--- config.mk ---
export PLATFORM = sky130hd
export DESIGN_NAME = ads868x_scan_ctrl
export DESIGN_NICKNAME = d
export VERILOG_FILES = /design/src/rtl/ads868x_scan_ctrl.sv
export SDC_FILE = /design/constraint.sdc
export NUM_CORES = 1
export LEC_CHECK = 0
export BUFFER_PORTS_ARGS = -buffer_cell sky130_fd_sc_hd__buf_4
export CAP_MARGIN = 5
export CORE_MARGIN = 3
export CORE_UTILIZATION = 40
export DETAILED_ROUTE_END_ITERATION = 16
export PLACE_DENSITY = 0.57
export SYNTH_ARGS = -nofsm -noshare
export SYNTH_HDL_FRONTEND = slang
export SYNTH_SLANG_ARGS = --single-unit
export TNS_END_PERCENT = 5
--- constraint.sdc ---
create_clock -name i_clk -period 5.9 [get_ports i_clk]
set_input_delay 0.295 -clock i_clk [delete_from_list [all_inputs] [get_ports i_clk]]
set_output_delay 0.295 -clock i_clk [all_outputs]
set_load 0.005 [all_outputs]
--- src/rtl/ads868x_scan_ctrl.sv ---
// ADS868x scan sequencer: steps the analog mux, triggers conversions, reads
// 32-bit SPI frames and emits channel-tagged 16-bit samples on a stream output.
module ads868x_scan_ctrl #(
  parameter int unsigned CLK_DIV       = 2,
  parameter int unsigned SETTLE_CYCLES = 100,
  parameter int unsigned CONV_CYCLES   = 70
) (
  input  logic        i_clk,
  input  logic        i_rst,
  input  logic        i_enable,
  input  logic [2:0]  i_ch_last,
  output logic [2:0]  o_ch_sel,
  output logic        o_spi_sclk,
  output logic        o_spi_cs_n,
  output logic        o_spi_mosi,
  input  logic        i_spi_miso,
  output logic [15:0] o_m_axis_tdata,
  output logic [2:0]  o_m_axis_tuser,
  output logic        o_m_axis_tvalid,
  input  logic        i_m_axis_tready,
  output logic        o_overflow,
  output logic        o_busy
);

  localparam int unsigned CNT_W = 16;
  localparam int unsigned DIV_W = 8;
  localparam int unsigned CH_W  = 3;
  localparam int unsigned BIT_W = 5;
  localparam int unsigned SR_W  = 32;

  typedef enum logic [2:0] {
    S_IDLE, S_SETTLE, S_TRIG, S_CONV, S_SHIFT, S_DONE
  } state_t;

  state_t            r_state;
  logic [CH_W-1:0]   r_ch;
  logic [CH_W-1:0]   r_ch_last;
  logic [CNT_W-1:0]  r_cnt;
  logic [DIV_W-1:0]  r_div;
  logic [BIT_W-1:0]  r_bit;
  logic [SR_W-1:0]   r_shift;

  logic [CH_W-1:0]   w_ch_adv;
  logic [CH_W-1:0]   w_ch_next;
  logic [CH_W-1:0]   w_ch_entry;

  // Channel for the next SETTLE: advance out of DONE, then clamp to the live ch_last
  assign w_ch_adv   = (r_ch == r_ch_last) ? '0 : r_ch + CH_W'(1);
  assign w_ch_next  = (r_state == S_DONE) ? w_ch_adv : r_ch;
  assign w_ch_entry = (w_ch_next > i_ch_last) ? '0 : w_ch_next;

  // NOP command frame
  assign o_spi_mosi = 1'b0;

  always_ff @(posedge i_clk or posedge i_rst) begin
    if (i_rst) begin
      r_state         <= S_IDLE;
      r_ch            <= '0;
      r_ch_last       <= '0;
      r_cnt           <= '0;
      r_div           <= '0;
      r_bit           <= '0;
      r_shift         <= '0;
      o_ch_sel        <= '0;
      o_spi_sclk      <= 1'b0;
      o_spi_cs_n      <= 1'b1;
      o_m_axis_tdata  <= '0;
      o_m_axis_tuser  <= '0;
      o_m_axis_tvalid <= 1'b0;
      o_overflow      <= 1'b0;
      o_busy          <= 1'b0;
    end else begin
      if (o_m_axis_tvalid && i_m_axis_tready) begin
        o_m_axis_tvalid <= 1'b0;
      end

      case (r_state)
        S_IDLE: begin
          if (i_enable) begin
            r_state   <= S_SETTLE;
            r_ch      <= w_ch_entry;
            o_ch_sel  <= w_ch_entry;
            r_ch_last <= i_ch_last;
            r_cnt     <= CNT_W'(SETTLE_CYCLES - 1);
            o_busy    <= 1'b1;
          end
        end

        S_SETTLE: begin
          if (r_cnt == '0) begin
            r_state    <= S_TRIG;
            o_spi_cs_n <= 1'b0;
            r_cnt      <= CNT_W'(1);
          end else begin
            r_cnt <= r_cnt - CNT_W'(1);
          end
        end

        S_TRIG: begin
          if (r_cnt == '0) begin
            r_state    <= S_CONV;
            o_spi_cs_n <= 1'b1;
            r_cnt      <= CNT_W'(CONV_CYCLES - 1);
          end else begin
            r_cnt <= r_cnt - CNT_W'(1);
          end
        end

        S_CONV: begin
          if (r_cnt == '0) begin
            r_state    <= S_SHIFT;
            o_spi_cs_n <= 1'b0;
            r_div      <= DIV_W'(CLK_DIV - 1);
            r_bit      <= '0;
          end else begin
            r_cnt <= r_cnt - CNT_W'(1);
          end
        end

        // Each bit: CLK_DIV cycles low, CLK_DIV high; capture on the rising edge
        S_SHIFT: begin
          if (r_div != '0) begin
            r_div <= r_div - DIV_W'(1);
          end else begin
            r_div      <= DIV_W'(CLK_DIV - 1);
            o_spi_sclk <= ~o_spi_sclk;
            if (!o_spi_sclk) begin
              r_shift <= {r_shift[SR_W-2:0], i_spi_miso};
            end else if (r_bit == BIT_W'(SR_W - 1)) begin
              r_state    <= S_DONE;
              o_spi_cs_n <= 1'b1;
            end else begin
              r_bit <= r_bit + BIT_W'(1);
            end
          end
        end

        S_DONE: begin
          if (!o_m_axis_tvalid || i_m_axis_tready) begin
            o_m_axis_tdata  <= r_shift[SR_W-1:SR_W-16];
            o_m_axis_tuser  <= r_ch;
            o_m_axis_tvalid <= 1'b1;
          end else begin
            o_overflow <= 1'b1;
          end
          r_ch <= w_ch_adv;
          if (i_enable) begin
            r_state   <= S_SETTLE;
            r_ch      <= w_ch_entry;
            o_ch_sel  <= w_ch_entry;
            r_ch_last <= i_ch_last;
            r_cnt     <= CNT_W'(SETTLE_CYCLES - 1);
          end else begin
            r_state <= S_IDLE;
            o_busy  <= 1'b0;
          end
        end

        default: r_state <= S_IDLE;
      endcase
    end
  end

endmodule

Yosys cells after proc, flatten, opt, wreduce, memory -nomap -nowiden
Cells that the tools add are included.
{"block": "classes", "reduce_logical": 24, "multipliers": 0, "div": 0, "n_shift": 0, "bitwise": 3, "add_sub_neg": 4, "mux": 40, "eq_ne": 19, "n_lt_le_gt_ge": 1}
{"cell": "16-bit two-way mux", "count": 4}
{"cell": "16-bit case mux with 4 select lines", "count": 1}
{"cell": "3-bit two-way mux", "count": 12}
{"cell": "5-bit two-way mux", "count": 4}
{"cell": "2-bit != test (second input constant)", "count": 10}
{"cell": "3-bit case mux with 6 select lines", "count": 1}
{"cell": "16-bit logical NOT", "count": 1}
{"cell": "8-bit two-way mux", "count": 2}
{"cell": "8-bit case mux with 2 select lines", "count": 1}
{"cell": "16-bit by 1-bit subtractor with 16-bit output (second input constant)", "count": 1}
{"cell": "2-bit AND reduction", "count": 6}
{"cell": "1-bit two-way mux", "count": 11}
{"cell": "5-bit case mux with 2 select lines", "count": 1}
{"cell": "3-bit AND reduction", "count": 3}
{"cell": "8-bit nonzero test", "count": 1}
{"cell": "8-bit by 1-bit subtractor with 8-bit output (second input constant)", "count": 1}
{"cell": "7-bit AND reduction", "count": 1}
{"cell": "3-bit by 2-bit equality test with 1-bit output (second input constant)", "count": 2}
{"cell": "3-bit equality test (second input constant)", "count": 2}
{"cell": "3-bit case mux with 2 select lines", "count": 1}
{"cell": "6-bit AND reduction", "count": 1}
{"cell": "5-bit by 1-bit adder with 5-bit output (second input constant)", "count": 1}
{"cell": "5-bit equality test (second input constant)", "count": 1}
{"cell": "5-bit AND reduction", "count": 1}
{"cell": "16 further kinds", "count": 21}
{"block": "word_totals", "output_inout_bits": 28, "regBits": 97, "memories": 0, "wordCells": 106, "latch_bits": 0, "mem_bits_rw": 0, "rom_bits": 0}

Longest topological paths before layout
{"block": "logic_depth", "word_depth": 7, "mapped_depth": 11, "ltp_nobuf": 10}

Worst setup path after synthesis
OpenSTA, ideal clock, no wires.
{"block": "synth_path", "path_kind": "reg2reg", "from": "reg r_state[1]", "to": "reg r_ch[0]", "setup_slack_ns": 3.350, "stages_incl_launch_ff": 10, "path_buffers": 1, "arrival_time_ns": 2.425, "setup_ns": 0.125, "synth_period_minus_slack_ns": 2.550, "cell_sequence": "dfrtp_1 > clkbuf_1 > nand3b_1 > a31o_2 > or3b_2 > nand2_1 > ha_1 > a32oi_1 > o21ai_0 > mux2_2"}
{"block": "synth_between", "elab_chain_cells": 6, "elab_cells_between_ends": 11}
{"item": "start: declaration", "line": "35", "text": "state_t r_state;"}
{"item": "start signal: assignment", "line": "57", "text": "r_state <= S_IDLE;"}
{"item": "start signal: assignment", "line": "80", "text": "r_state <= S_SETTLE;"}
{"item": "start signal: assignment", "line": "91", "text": "r_state <= S_TRIG;"}
{"item": "3-bit equality test", "line": "49, 77"}
{"item": "3-bit two-way mux", "line": "49", "text": "assign w_ch_next = (r_state == S_DONE) ? w_ch_adv : r_ch;"}
{"item": "3-bit > comparator", "line": "50", "text": "assign w_ch_entry = (w_ch_next > i_ch_last) ? '0 : w_ch_next;"}
{"item": "3-bit two-way mux", "line": "50"}
{"item": "3-bit two-way mux (on tied branches)", "line": "147, 79"}
{"item": "3-bit case mux with 2 select lines", "line": "77", "text": "case (r_state)"}
{"item": "end signal: assignment", "line": "81", "text": "r_ch <= w_ch_entry;"}
{"item": "end signal: assignment", "line": "146", "text": "r_ch <= w_ch_adv;"}
{"item": "end signal: assignment", "line": "149", "text": "r_ch <= w_ch_entry;"}
{"item": "end: declaration", "line": "36", "text": "logic [CH_W-1:0] r_ch;"}
Parallel ways exist; a longest one is shown, timed or not. The select of a mux whose other input is x is not followed.
A chain may end at the register's enable or synchronous reset.

Worst setup path in the final report
{"block": "layout_path", "from": "reg r_state[2]", "to": "reg r_ch[0]"}
Same word-level chain as after synthesis.

==> results_dict.tcl <==
set metrics [dict create \
    drive_above_1_share_pct 27.15 \
    crit_fanout 20 \
    place_ws_ns 2.634 \
    syn-cell-area_um2 4669 \
    overflow 0 \
    p_leak_nw 2.479 \
    yosys_warnings 0 \
    post_drt_wl_per_cell_um 15.08 \
    required_ns 6.13 \
    antenna_cells 0 \
    crit_start "r_state[2]$_DFFE_PP0P_" \
    crit_arrival_ns 3.56 \
    post-route-min-period_ns 3.334 \
    io_buffers 34 \
    switching_share_pct 20.71 \
    dpl_cell_area_um2 5019 \
    drtIter0Drc 200 \
    drt_pass1_iterations 4 \
    syn2layout_area_growth_pct 13.99 \
    antenna_violating_nets_post_route 0 \
    yosysTopAreaCell "dfrtp_1" \
    netlist.area_leader.share_pct 51.45 \
    post_cts_resize_count 0 \
    vias 3199 \
    met3_usage_pct 3.130 \
    critPathKind "flop to flop" \
    rows 38 \
    pwr-share-clk_pct 46.1 \
    syn-num-nets 437 \
    yosysUniqueCellTypes 64 \
    intPower_mw 1.014 \
    start_util_pct 41.97 \
    fin_tns_setup_ns 0 \
    maxCapViolations 0 \
    cts_buffers 9 \
    slew_headroom_pct 31.34 \
    violations "negative hold slack" \
    cts_hold_buf 0 \
    syn-instance-count 420 \
    postCtsSetupBuffers 0 \
    grtUsageTotal_pct 14.69 \
    synth_edf_count 0 \
    clk_path_buf_depth 2 \
    hold_viol 3 \
    timing.rr.start "r_state[2]$_DFFE_PP0P_" \
    layout_common_cells "dfrtp_1 (96), mux2_2 (53), nand2_1 (41)" \
    final-seq-area_um2 2429 \
    cts_root_buf "clkbuf_16" \
    die_w_um 114.0 \
    fillers 1042 \
    pwr_density_cell_nw_per_um2 240.4 \
    p_total_mw 1.280 \
    place_congestion 0.8212 \
    die-height_um 114.0 \
    start_kind "flop" \
    multi_input_area_um2 2090 \
    fin_skew_ns 0.009011 \
    coreArea_um2 11130 \
    clk_pin_slew_worst_paths_ns 0.07 \
    clkSinkCount 97 \
    synth-main-ff-cell "dfrtp_1" \
    rsz0062_at_grt "false" \
    hp-class "input pin to async pin" \
    ys_ff_latch 97 \
    fmax_mhz 299.9 \
    cts_tree "built" \
    grt_pass1_vias 3083 \
    clk_latency_ns 0.34 \
    ys_seq_area_share_pct 52.01 \
    layout_commonest_cell "dfrtp_1" \
    netlist_top_cells_area "dfrtp_1 (51%), mux2_2 (13%), o21ai_0 (3.4%)" \
    grtUsageMet1_pct 20.71 \
    status "finished, violations left" \
    worstMarginPinSlew_ns 1.025 \
    p_switching_mw 0.2651 \
    die_area_um2 13010 \
    power_frac_comb_pct 1.9 \
    busiest_layer "met2" \
    place_hpwl_mm 6.124 \
    slew_violations 0 \
    fin_ws_ns 2.566 \
    place_inst 577 \
    ios 36 \
    drt-vias-per-instance 5.395 \
    endpoint_kind "flop" \
    worst_ir_drop_vdd_v 0.0001643 \
    grt_max_degree 57 \
    drt-total-wl_mm 8.945 \
    final_nets 465 \
    grt_pass1_wl_mm 15.33 \
    ys_async_sr_fraction_pct 100.0 \
    period_share_pct 56.51 \
    antenna_found_initial 0 \
    use_met2_pct 21.78 \
    htreeDepth 3 \
    finalInstanceArea_um2 5323 \
    hold_slack_ns -0.01019 \
    drc 0 \
    setup_viol 0 \
    share_seq_of_total_power_pct 52.0 \
    instances_no_fill 593 \
    syn_avg_cell_area_um2 11.12 \
]
[sequential cells by signal (all words and copies together), names as in the netlist]
signal           count
r_shift             32
o_m_axis_tdata      16
r_cnt               16
r_div                8
r_bit                5
o_ch_sel             3
o_m_axis_tuser       3
r_ch                 3
r_ch_last            3
r_state              3
o_busy               1
o_m_axis_tvalid      1
o_overflow           1
o_spi_cs_n           1
o_spi_sclk           1
[power groups by stage]
stage | combinational [mW] | clock, mW | sequential [mW]
2_1_floorplan | 0.0160 | 0 | 0.678
3_3_place_gp | 0.0249 | 0 | 0.678
3_5_place_dp | 0.0254 | 0 | 0.678
4_1_cts | 0.0254 | 0.614 | 0.665
5_1_grt | 0.0285 | 0.645 | 0.665
6_report | 0.0242 | 0.590 | 0.666
[logic make-up after synthesis]
group,after synthesis,synth area share (%)
simple gates,121,13.83
fa+ha+maj,9,2.412
flops,97,52.01
buf+inv,33,3.296
xor+xnor,10,1.876
mux,55,13.24
other cells,1,0.08031
compound gates,94,13.26
[path summary, 6_finish.rpt]
check,cells past startpoint,slack [ns],end
max,8,2.57,r_ch[0]$_DFFE_PP0P_
min,2,-0.01,o_m_axis_tdata[11]$_DFFE_PP0P_
max reg2reg,8,2.57,r_ch[0]$_DFFE_PP0P_
min reg2reg,1,0.48,r_bit[3]$_DFFE_PP0P_
max in group asynchronous,3,4.82,r_cnt[2]$_DFFE_PP0P_
min in group i_clk,2,0.17,r_shift[0]$_DFFE_PP0P_
[final cells by class]
cell class / instances / share of cell area, %
Clock buffer: 11 / 4.560
Multi-Input combinational cell: 290 / 39.26
Clock inverter: 5 / 1.152
Sequential cell: 97 / 45.63
Inverter: 14 / 1.034
Timing Repair Buffer: 36 / 5.078
Tap cell: 140 / 3.291
[worst max-delay path, stage by stage (launching register included)]
cell and delay [ns]:
dfrtp_1 0.73, nand3b_1 0.41, a31o_2 0.37, or3b_2 0.48
nand2_1 0.09, ha_1 0.23, a32oi_1 0.42, o21ai_0 0.20
mux2_2 0.29
[through the flow]
stage / utilization, % / hold slack [ns]
5_1_grt: 47.84 / 0.02449
2_1_floorplan: - / 0.4297
3_3_place_gp: 45.11 / 0.3864
3_5_place_dp: 45.11 / 0.3865
6_report: 47.84 / -0.01019
4_1_cts: 47.84 / 0.008925
[cells in the mapped netlist, drive strengths merged (3+ instances only)]
library cell / count
dfrtp: 96
a211oi: 3
o31ai: 7
nor4: 11
nor3: 9
nand2: 41
mux2: 54
o21ai: 32
inv: 14
clkbuf: 9
o21bai: 4
nor3b: 4
ha: 9
nor2: 25
a21oi: 18
or3: 3
nand3: 7
nand4b: 4
buf: 10
nor2b: 4
o211ai: 3
xnor2: 9
a22o: 5
a31oi: 3
[per-layer routing]
metal	wire length (um)	part of all wire (%)
met4	117	1.3
met2	4145	46
met3	318	3.6
met5	0	0
met1	4363	49
(Power assumes the default switching activity.)
